File: config.mk
export PLATFORM = sky130hd
export DESIGN_NAME = fetch_ctrl
export DESIGN_NICKNAME = d
export VERILOG_FILES = /design/src/rtl/fetch_ctrl_pkg.sv /design/src/rtl/fetch_ctrl.sv
export SDC_FILE = /design/constraint.sdc
export NUM_CORES = 1
export LEC_CHECK = 0
export CORE_MARGIN = 10
export CORE_UTILIZATION = 44
export CTS_CLUSTER_SIZE = 20
export DETAILED_ROUTE_END_ITERATION = 7
export HOLD_SLACK_MARGIN = 0.1
export PLACE_DENSITY = 0.84
export SYNTH_ARGS = -nofsm -noshare
export SYNTH_HDL_FRONTEND = slang
export SYNTH_SLANG_ARGS = --single-unit
File: constraint.sdc
create_clock -name i_clk -period 2.4 [get_ports i_clk]
set_input_delay 0.24 -clock i_clk [delete_from_list [all_inputs] [get_ports i_clk]]
set_output_delay 0.24 -clock i_clk [all_outputs]
set_load 0.01 [all_outputs]
File: src/rtl/fetch_ctrl_pkg.sv
// Shared definitions for the fetch sequencer and the program counter:
// PC load-source codes, fetch state encoding and the flush opcode.
package fetch_ctrl_pkg;

    localparam logic [1:0] PC_R0   = 2'b11;
    localparam logic [1:0] PC_DM   = 2'b10;
    localparam logic [1:0] PC_OR2  = 2'b01;
    localparam logic [1:0] PC_NONE = 2'b00;

    localparam logic [7:0] NOP_OP = 8'h00;

    typedef enum logic {
        F_OP   = 1'b0,
        F_OPND = 1'b1
    } fetch_state_e;

endpackage

File: src/rtl/fetch_ctrl.sv
// Instruction-fetch sequencer: steps the PC one byte per cycle, assembles one- and
// two-byte instructions for decode, and handles stall and taken-branch requests.
module fetch_ctrl #(
    parameter int unsigned LONG_BIT = 7,
    parameter logic [7:0]  NOP_OP   = 8'h00
) (
    input  logic       i_clk,
    input  logic       i_rst_n,
    input  logic [7:0] i_pc_in,
    input  logic [7:0] i_im_data,
    input  logic       i_stall,
    input  logic       i_br_taken,
    input  logic [1:0] i_br_src,
    output logic       o_i_pc,
    output logic       o_l_pc,
    output logic       o_s11,
    output logic       o_s10,
    output logic [7:0] o_ir_op,
    output logic [7:0] o_or2,
    output logic [7:0] o_ir_pc,
    output logic       o_if_valid
);
    import fetch_ctrl_pkg::*;

    fetch_state_e r_state;
    logic [7:0]   r_ir_op;
    logic [7:0]   r_or2;
    logic [7:0]   r_ir_pc;
    logic         r_if_valid;

    fetch_state_e w_state_d;
    logic [7:0]   w_ir_op_d;
    logic [7:0]   w_or2_d;
    logic [7:0]   w_ir_pc_d;
    logic         w_if_valid_d;
    logic         w_branch;
    logic [1:0]   w_sel;

    // A branch with the illegal source code 00 is treated as no branch at all.
    assign w_branch = i_br_taken && (i_br_src != PC_NONE);

    always_comb begin
        o_i_pc       = 1'b0;
        o_l_pc       = 1'b0;
        w_sel        = PC_NONE;
        w_state_d    = r_state;
        w_ir_op_d    = r_ir_op;
        w_or2_d      = r_or2;
        w_ir_pc_d    = r_ir_pc;
        w_if_valid_d = r_if_valid;

        if (!i_rst_n) begin
            o_i_pc = 1'b0;
        end else if (w_branch) begin
            // OR2 is kept: the PC may be loading from it on this same edge.
            o_l_pc       = 1'b1;
            w_sel        = i_br_src;
            w_state_d    = F_OP;
            w_ir_op_d    = NOP_OP;
            w_if_valid_d = 1'b0;
        end else if (!i_stall) begin
            o_i_pc = 1'b1;
            unique case (r_state)
                F_OP: begin
                    w_ir_op_d = i_im_data;
                    w_ir_pc_d = i_pc_in;
                    if (i_im_data[LONG_BIT]) begin
                        w_state_d    = F_OPND;
                        w_if_valid_d = 1'b0;
                    end else begin
                        w_state_d    = F_OP;
                        w_if_valid_d = 1'b1;
                    end
                end
                F_OPND: begin
                    w_or2_d      = i_im_data;
                    w_if_valid_d = 1'b1;
                    w_state_d    = F_OP;
                end
                default: w_state_d = F_OP;
            endcase
        end
    end

    always_ff @(posedge i_clk or negedge i_rst_n) begin
        if (!i_rst_n) begin
            r_state    <= F_OP;
            r_ir_op    <= NOP_OP;
            r_or2      <= 8'h00;
            r_ir_pc    <= 8'h00;
            r_if_valid <= 1'b0;
        end else begin
            r_state    <= w_state_d;
            r_ir_op    <= w_ir_op_d;
            r_or2      <= w_or2_d;
            r_ir_pc    <= w_ir_pc_d;
            r_if_valid <= w_if_valid_d;
        end
    end

    assign o_s11      = w_sel[1];
    assign o_s10      = w_sel[0];
    assign o_ir_op    = r_ir_op;
    assign o_or2      = r_or2;
    assign o_ir_pc    = r_ir_pc;
    assign o_if_valid = r_if_valid;

endmodule

## Word level (Yosys, flattened, before mapping)

Cells that the tools add are included.
W data, S select, Z words.

- Flip-flop bits (word level): 26
- Bits of input ports: 22
- Output and inout port bits: 29
- Logic and storage cells: 34

- Equal/unequal tests: 2
- Mux-type cells: 18
- Bitwise gates (word level): 3
- Reduce and logical (&&, ||, !) cells: 6

Operators by type and width:

| cell | number |
|---|---|
| $mux W8 | 3 |
| $mux W1 | 11 |
| $reduce_and A4 Y1 | 2 |
| $mux W2 | 2 |
| $ne A2 B1 Y1 const B | 2 |
| $pmux W1 S2 | 2 |
| $not A1 Y1 | 3 |
| $reduce_and A3 Y1 | 1 |
| $reduce_and A2 Y1 | 1 |
| $reduce_bool A2 Y1 | 1 |
| $logic_and A1 B1 Y1 | 1 |

## Longest topological paths before layout

Gate-level depths: netlist of run 1.

- Depth in word-level cells: 4
- Gate-level depth with buffers: 4
- Mapped depth without buffers: 3

## Worst setup path after synthesis of run 1

OpenSTA, ideal clock, no wires.

- Kind: reg-to-reg
- Start point: register r_state
- End point: register r_ir_pc[0], in the netlist o_ir_pc[0]
- Setup time: 125 ps
- Arrival: 1,188 ps
- Required time: 2,275 ps
- Slack: 1,088 ps
- Cell stages (with the launch flop): 4
- Buffers on the path: 0
- Clock period less this slack: 1,312 ps
- Path through: dfrtp_1 nor3b_4 nand2_4 mux2_2

- Longest elaborated chain between the ends: 2

RTL lines:

| element | line | RTL |
|---|---|---|
| from (decl) | fetch_ctrl.sv:25 | `fetch_state_e r_state;` |
| from (signal assigned) | fetch_ctrl.sv:93 | `r_state <= w_state_d;` |
| $not A1 Y1 (no line) | n/a |  |
| $reduce_and A4 Y1 (no line) | n/a |  |
| to (signal assigned) | fetch_ctrl.sv:96 | `r_ir_pc <= w_ir_pc_d;` |
| to (decl) | fetch_ctrl.sv:28 | `logic [7:0] r_ir_pc;` |

Every way passes these cells.
A chain may end at the register's enable or synchronous reset.

## Worst setup path in the final report of run 1

- Start point: input port i_stall
- End point: output port o_i_pc

- Longest elaborated chain between the ends: 3

RTL lines:

| element | line | RTL |
|---|---|---|
| from (decl) | fetch_ctrl.sv:11 | `input logic i_stall,` |
| $mux W1 | fetch_ctrl.sv:61 | `end else if (!i_stall) begin` |
| $mux W1 | fetch_ctrl.sv:54 | `end else if (w_branch) begin` |
| $mux W1 | fetch_ctrl.sv:52 | `if (!i_rst_n) begin` |
| to (decl) | fetch_ctrl.sv:14 | `output logic o_i_pc,` |

Every way passes these cells.

==> results of run 1 <==
cell type report:
cell class	count	area, um2	area share
sequential	26	651	0.378
timing repair buffer	53	523	0.304
tap	30	37.5	0.0218
clock buffer	3	22.5	0.0131
multi-input combinational	50	425	0.247
inverter	9	33.8	0.0196
clock inverter	1	30.0	0.0174
registers in the layout, indices dropped and copies added (netlist names):
register / count
o_if_valid: 1
o_ir_op: 8
o_ir_pc: 8
o_or2: 8
r_state: 1
placed cells by master, fill, tap and decap left out, types with 2 or more instances in the layout:
cell | netlist | final
a22oi_1 | 9 | 9
and3_1 | 3 | 3
buf_4 | 0 | 3
clkbuf_4 | 0 | 3
clkdlybuf4s50_1 | 0 | 50
dfrtp_1 | 26 | 26
inv_1 | 9 | 9
mux2_2 | 16 | 16
nand2b_1 | 2 | 2
nand3_1 | 3 | 3
o22ai_1 | 9 | 9
power by group:
group	switching, W	total [W]	internal [W]
Clock	0.000126	0.000295	0.000169
Sequential	0.0000865	0.000658	0.000572
Combinational	0.000226	0.000600	0.000374
stage by stage:
stage / area (um2) / hold WS [ps]
detailed placement: 1670 / 498
finish: 1720 / 296
global placement: 1670 / 487
CTS: 1720 / 289
floorplan: 1130 / -55.6
global route: 1720 / 281
cells by family (layout without fill, tap and decap cells):
kind of cell / after synthesis / after routing / synth area share
DFF: 26 / 26 / 0.578
AOI/OAI and AO/OA: 21 / 21 / 0.133
and+or+nand+nor: 13 / 13 / 0.0845
buffers and inverters: 13 / 66 / 0.0444
muxes: 16 / 16 / 0.160
worst reg2reg max path, cell delays in order, from the launching register on:
cell,delay (ps)
dfrtp_1,470
and3_1,430
mux2_2,390
per-layer routing:
metal	wire length (um)	GRT usage
met4	55	0.0430
met2	1520	0.215
met1	1180	0.127
met3	250	0.0516
met5	0	0
how the worst min path moves through the flow:
stage | startpoint | end | slack, ps
2_1_floorplan | i_rst_n | o_if_valid | -60
3_3_place_gp | o_ir_pc[3] | o_ir_pc[3] | 490
3_5_place_dp | o_ir_pc[1] | o_ir_pc[1] | 500
4_1_cts | i_rst_n | o_ir_op[6] | 290
5_1_grt | i_rst_n | o_ir_op[6] | 280
6_report | i_rst_n | o_ir_op[6] | 300
==> results.yml, run 1 <==
placed_design:
  place.gp.congestion: 0.752
  dp.cells: 168
  io_buffers: 50
  dp_hpwl_um: 2370
  place_ws_ps: 424
yosys:
  synth_top_area_frac: 0.578
  synth_edf_count: 0
  syn_area_mm2: 0.00113
  synthFlopType: "dfrtp_1"
  yosysUniqueCellTypes: 18
  synthTopCellsByArea: "dfrtp_1 (58%), mux2_2 (16%), a22oi_1 (6.0%)"
  async_flop_share: 1.00
  ys_ff_latch: 26
  synth.most_common_cell: "dfrtp_1"
  synth.top_cells.by_count: "dfrtp_1 (26), mux2_2 (16), a22oi_1 (9), inv_1 (9), o22ai_1 (9)"
  yosysSeqAreaShare: 0.578
  syn-num-nets: 111
  synthCells: 89
  avgSynthCellArea_um2: 12.7
  yosys_warnings: 0
  yosysTopAreaCell: "dfrtp_1"
global_route:
  grt_pass1_wl_um: 4990
  overflow: 0
  grt_pass1_vias: 994
  grt_use_total: 0.122
  grt_max_degree: 23
  antenna_found_initial: 0
routing:
  wl_per_cell_um: 17.5
  drt_iter0_drc: 40
  drtAntennaViolNets: 0
  routed-via-count: 908
  wl_um: 3010
  viasPerCell: 5.28
  drc: 0
  first_pass_iters: 4
floorplan:
  rows: 18
  die_h_um: 70.6
  top_level_ports: 51
  start_util: 0.459
  dieWidth_um: 70.6
  dieArea_mm2: 0.00498
  core_mm2: 0.00245
clock_tree:
  insertion_delay_ps: 310
  clockBufferDepth: 2
  cts_tree: "yes"
  cts-root-buf: "clkbuf_4"
  clkTransAtPathRegs_ps: 140
  cts_resized: 0
  post-cts-setup-buffers: 0
  htree_levels: 1
  clock-sinks: 26
  numCtsBuffers: 3
  hold_buffers: 0
timing:
  relSlewSlack: 0.740
  fin_crit_ps: 1970
  fin_ws_ps: 428
  finalCritPeriodShare: 0.822
  setup-violations-final: 0
  rsz0062_at_grt: "no"
  fin_skew_ps: 7.92
  max_freq_ghz: 0.507
  tightest_slew_ps: 391
  slew_viol_final: 0
  fin_setup_tns_ps: 0
  hold_viol: 0
pwr:
  irDropWorstVdd_uv: 579
  leakagePower_nw: 0.737
  cellPowerDensity_mw_per_mm2: 901
  total_power_w: 0.00155
setup_path:
  slowest_stage: "clkdlybuf4s50_1"
  worst_r2r_endpoint: "o_or2[5]"
  crit_chain: "clkdlybuf4s50_1, nor2b_1, and2_1, clkdlybuf4s50_1"
  critPathCaptureType: "output port"
  crit_path_max_incr_delay_ps: 540
  path_depth: 4
  worst-path-buf-inv: 2
  path_class: "primary input to output port"
  r2r_cells: 2
  crit_family: "buffers and inverters"
  critPathArrivalTime_ps: 1730
  path_max_fanout: 5
  cp-endpoint: "o_i_pc"
  crit_top_cell: "clkdlybuf4s50_1"
  crit_start: "i_stall"
  r2r_slack_ps: 1020
  critPathLaunchType: "primary input"
  worst_ep_required_time_ps: 2160
  reg2reg_from: "r_state"
run:
  maxCapViolCount: 0
hold_path:
  hold_path.class: "primary input to async pin"
cells_and_area:
  antenna_cells: 0
  n_fill_cell: 170
  fin_util: 0.702
  fin_cells: 172
  drive_gt1_frac: 0.190
  nets: 165
  areaGrowthSynthToFinish_pct: 53.0
run_status:
  outcome: "completed"
(Power assumes the default switching activity.)
==> run 2: changes to the inputs <==
Settings changed: CORE_UTILIZATION 44 to 40, PLACE_DENSITY 0.84 to 0.78.
Clock period 2.4 ns to 1.9 ns, I/O delays scaled along.
==> run 2 against run 1 <==
- non-clock buffer count grew 4
- sequential share of layout area shrank 0.27 points
- global-route usage shrank 0.71 points
- utilization decreased by 6.7 points
- first-iteration DRC count is 28% higher
- cell area up 0.73%
- via count unchanged
==> results.yml, run 2 (synthesis results as in run 1) <==
run_status:
  outcome: "completed"
pwr:
  sw_frac_of_total: 0.294
  irDropWorstVdd_uv: 734
  switchingPower_w: 0.000550
  cellPowerDensity_mw_per_mm2: 1080
  combPwrFrac: 0.412
  intPower_w: 0.00132
  pwr-share-clk: 0.148
  leakagePower_nw: 0.749
  pwr-share-seq: 0.440
timing:
  tightest_slew_ps: 364
  fin_skew_ps: 6.32
  relSlewSlack: 0.757
  hold_viol: 0
  slew_viol_final: 0
  max_freq_ghz: 0.576
  rsz0062_at_grt: "no"
  finalCritPeriodShare: 0.914
  fin_setup_tns_ps: 0
  fin_crit_ps: 1740
  setup-violations-final: 0
routing:
  first_pass_iters: 4
  wl_um: 3020
  routed-via-count: 908
  viasPerCell: 5.13
  drc: 0
  drt_iter0_drc: 51
  wl_per_cell_um: 17.1
  drtAntennaViolNets: 0
cells_and_area:
  layout_commonest_cell: "clkdlybuf4s50_1"
  final_cell_mix: "clkdlybuf4s50_1 (49), dfrtp_1 (26), mux2_2 (16)"
  fin_cells: 177
  antenna_cells: 0
  drive_gt1_frac: 0.212
  areaGrowthSynthToFinish_pct: 54.1
  fin_util: 0.635
  nets: 169
setup_path:
  path_max_fanout: 4
  crit_top_cell: "clkdlybuf4s50_1"
  worst_ep_required_time_ps: 1710
  critPathLaunchType: "primary input"
  path_class: "primary input to output port"
  critPathArrivalTime_ps: 1550
  critPathCaptureType: "output port"
  crit_chain: "clkdlybuf4s50_1, o21ai_2, and2_1, clkdlybuf4s50_1"
  crit_path_max_incr_delay_ps: 530
  slowest_stage: "clkdlybuf4s50_1"
clock_tree:
  cts_tree: "yes"
  insertion_delay_ps: 320
  clock-sinks: 26
  cts_resized: 0
  clockBufferDepth: 2
  cts-root-buf: "clkbuf_4"
  clkTransAtPathRegs_ps: 140
  numCtsBuffers: 3
  htree_levels: 1
floorplan:
  core_mm2: 0.00273
  dieArea_mm2: 0.00534
  start_util: 0.412
  top_level_ports: 51
  rows: 19
  die_h_um: 73.1
  dieWidth_um: 73.1
placed_design:
  dp_hpwl_um: 2360
  io_buffers: 50
  place.gp.congestion: 0.667
  dp.cells: 172
global_route:
  antenna_found_initial: 0
  grt_use_total: 0.115
  grt_pass1_wl_um: 4830
  grt_pass1_vias: 947
  grt_max_degree: 20
  overflow: 0
hold_path:
  hold_path.class: "primary input to flip-flop"
run:
  maxCapViolCount: 0
[run 2: cell count changes in the layout (fill, tap and decap cells not counted), sizes merged]
cell | previous run | this run
dlygate4sd3 | 0 | 1
buf | 3 | 7
clkbuf | 3 | 4
clkdlybuf4s50 | 50 | 49
bufinv | 1 | 0
[run 2: area by class of cell]
cell class	count	area [um2]
fillers	223	998
flip-flops and latches	26	651
repair buffers	57	551
multi-input cells	50	425
well taps	31	38.8
clock buffers	4	36.3
inverters	9	33.8
[run 2: final timing paths]
kind,cells after the start,slack [ps],from,endpoint
setup / recovery,4,160,i_br_src[1],o_i_pc
min in group asynchronous,2,250,i_rst_n,o_ir_op[6]
hold reg to reg,1,520,o_ir_pc[6],o_ir_pc[6]
setup reg to reg,3,600,r_state,o_ir_op[0]
hold / removal,2,120,i_rst_n,o_ir_op[6]
max in group asynchronous,3,1220,i_rst_n,o_ir_op[2]
[run 2: critical path: cells and delay by family]
| family | cells | cell delay, ps |
|---|---|---|
| AO/OA/AOI/OAI | 1 | 200 |
| buffers and inverters | 2 | 1010 |
| AND/OR/NAND/NOR | 1 | 140 |
[run 2: metrics by stage]
| step | hold slack, ps | worst slack (ps) | cell area [um2] | power [W] |
|---|---|---|---|---|
| 2_1_floorplan | -106 | 588 | 1130 | 0.00112 |
| 3_3_place_gp | 12.3 | 212 | 1690 | 0.00158 |
| 3_5_place_dp | 10.4 | 175 | 1690 | 0.00161 |
| 4_1_cts | 104 | 163 | 1740 | 0.00190 |
| 5_1_grt | 116 | 50.8 | 1740 | 0.00198 |
| 6_report | 118 | 164 | 1740 | 0.00187 |
[run 2: power by group through the flow]
stage / registers, W / logic (W) / clock network, W
global route: 0.000843 / 0.000825 / 0.000315
global placement: 0.000824 / 0.000761 / 0
detailed placement: 0.000836 / 0.000777 / 0
finish: 0.000821 / 0.000768 / 0.000277
floorplan: 0.000908 / 0.000216 / 0
CTS: 0.000823 / 0.000783 / 0.000291
[run 2: routing by layer]
metal  share of wire  global-route usage
met5               0                   0
met4           0.012              0.0443
met3           0.076              0.0435
met2            0.51               0.191
met1            0.40               0.128
[run 2: repair_timing]
item                                   4_1_cts  5_1_grt
buffers inserted                             0        0
hold buffers                                 1        0
endpoints found under the hold margin       26        0
==> RTL change, RTL diff (flow settings as in run 2) <==
The parameter `LONG_BIT` goes from 7 to 6.
--- a/src/rtl/fetch_ctrl.sv
+++ b/src/rtl/fetch_ctrl.sv
@@ -2,5 +2,5 @@
 // two-byte instructions for decode, and handles stall and taken-branch requests.
 module fetch_ctrl #(
-    parameter int unsigned LONG_BIT = 7,
+    parameter int unsigned LONG_BIT = 6,
     parameter logic [7:0]  NOP_OP   = 8'h00
 ) (
Formal check against the unedited RTL: not equivalent (Yosys sat finds a counterexample within 4 cycles, from zero or initial values and one cycle with i_rst_n low).
==> RTL change against run 2 <==
Sequential power down 5.4%; synthesized area down 0.22%; critical path depth unchanged; sequential share of layout area is 0.24 points lower; cell area is 0.65% higher; utilization increased by 0.97 points; wire length rose by 5.0%; hold slack gained 0.27 ns; worst setup slack lost 0.038 ns; total power shrank 8.2%; sequential cell count stayed put; largest power group unchanged.
==> RTL change: results (changes against run 2) <==
stage,metric,value,unit,change
sta,Clock Skew,0.001052,ns,-0.005272 ns
sta,Slew HR,82.20,%,+6.5 points
place,DP Worst Slack,0.1011,ns,-0.07431 ns
global_routing,GR Util All Layers,12.04,%,+0.57 points
pwr,LEAKAGE,0.0007567,uW,+1.0%
cts,"Reg clk slew, reported paths",0.13,ns,
synthesis,sequential share of the synthesized area,57.91,%,+0.13 points
critical_path,CP max stage delay,0.54,ns,
sta,Hold WS,0.3904,ns,+0.2721 ns
critical_path,crit-path max FO,4,,unchanged
outcome,status,"finished, final reports clean",,
cts,CTS Buffer Depth,2,,unchanged
cts,cts repair resizes,0,,unchanged
synthesis,instance count of the mapped netlist,88,,-1.1%
critical_path,FF-to-FF End,o_ir_op[5],,
pwr,peak supply drop,0.0006942,V,-5.4%
cells_and_area,n_diodes,0,,unchanged
global_routing,number of global-route vias before repair,1006,,+6.2%
place,I/O Buffers,50,,unchanged
route,DR iter-0 viols,34,,-33%
critical_path,Worst R2R Path Depth,3,,unchanged
synthesis,Area contributors post-synth,"dfrtp_1 (58%), mux2_2 (16%), a22oi_1 (5.3%), o22ai_1 (5.0%), inv_1 (3.3%)",,
route,Routed WL,3.173,mm,+5.0%
synthesis,"Warnings, synthesis",0,,unchanged
min_path,worst min-delay path category,in -> async,,
route,drt pass-1 iters,4,,unchanged
place,Final Wtd Congestion,0.7192,,+7.8%
synthesis,Post-Syn Nets,110,,-0.90%
critical_path,"Slowest-stage cell, CP",clkdlybuf4s50_1,,
cts,H-Tree Depth,1,,unchanged
critical_path,Critical Path RT,1.71,ns,about the same
cts,Setup Buffers After CTS,0,,unchanged
place,Post-DP HPWL,2.528,mm,+7.1%
global_routing,maximum number of pins on one net before global-route repair,22,,+10%
route,WL/cell,17.93,um,+5.0%
cts,hold buffers post-CTS,1,,unchanged
synthesis,asr flop ratio synth,100.0,%,unchanged
critical_path,Reg2Reg Setup Slack,0.61,ns,
critical_path,Worst R2R Start,r_state,,
cts,Num CTS Buffers,3,,unchanged
cells_and_area,number of fill cells in the layout,235,,+5.4%
synthesis,Synth top cells by count,"dfrtp_1 (26), mux2_2 (16), inv_1 (10)",,
global_routing,initial antenna violation count,0,,unchanged
cells_and_area,share of layout cells above drive strength 1,21.23,%,unchanged
cts,Worst-Skew Late Latency,0.31,ns,
cts,root buffer cell,clkbuf_4,,
synthesis,synth unique cells,20,,+2
global_routing,first-pass GRT wire length,5.030,mm,+4.1%
place,placed cells,172,,unchanged
route,Vias/cell,5.232,,+2.0%
RTL change: worst max-delay path: cells and delay by family:
kind	cells	cell delay (ns)
buffers and inverters	2	1.02
AND/OR/NAND/NOR	1	0.17
AO/OA/AOI/OAI	1	0.20
RTL change: final cells by class:
cell class / count / area, um2 / area share [%]
clock buffer: 4 / 36.28 / 2.077
inverter: 10 / 37.54 / 2.149
multi-input combinational: 48 / 420.4 / 24.07
sequential: 26 / 650.6 / 37.25
tap: 31 / 38.79 / 2.221
timing repair buffer: 58 / 563.0 / 32.23
RTL change: how the worst max path moves through the flow:
stage,to,cells past startpoint,slack (ns),startpoint
after floorplan,o_ir_pc[0],3,0.60,r_state
after global placement,o_i_pc,3,0.13,i_rst_n
after detailed placement,o_i_pc,4,0.10,i_br_src[1]
after CTS,o_i_pc,4,0.1,i_br_src[1]
after global routing,o_i_pc,4,0.04,i_br_src[1]
final,o_i_pc,4,0.13,i_br_src[1]
RTL change: power by group:
| part | internal (uW) | switching, uW |
|---|---|---|
| Combinational | 410 | 253 |
| Clock | 117 | 157 |
| Sequential | 694 | 82.8 |
RTL change: through the flow:
stage	cell area (um2)	utilization, %
global route	1747	64.45
global placement	1697	62.60
CTS	1743	64.31
detailed placement	1697	62.60
floorplan	1124	-
finish	1747	64.45
RTL change: kinds of logic (layout without fill, tap and decap cells):
family | count (synthesis) | after routing | share of synthesized area [%]
buffers and inverters | 14 | 72 | 5.012
AOI/OAI and AO/OA | 23 | 23 | 14.25
and+or+nand+nor | 9 | 9 | 6.794
DFF | 26 | 26 | 57.91
muxes | 16 | 16 | 16.04
RTL change: per-layer routing:
metal	track usage [%]	wire length (um)	up-vias
met5	0	0	-
met4	3.797	17	0
met3	6.803	335	2
met2	20.15	1691	27
met1	12.40	1130	459
li1	-	-	438
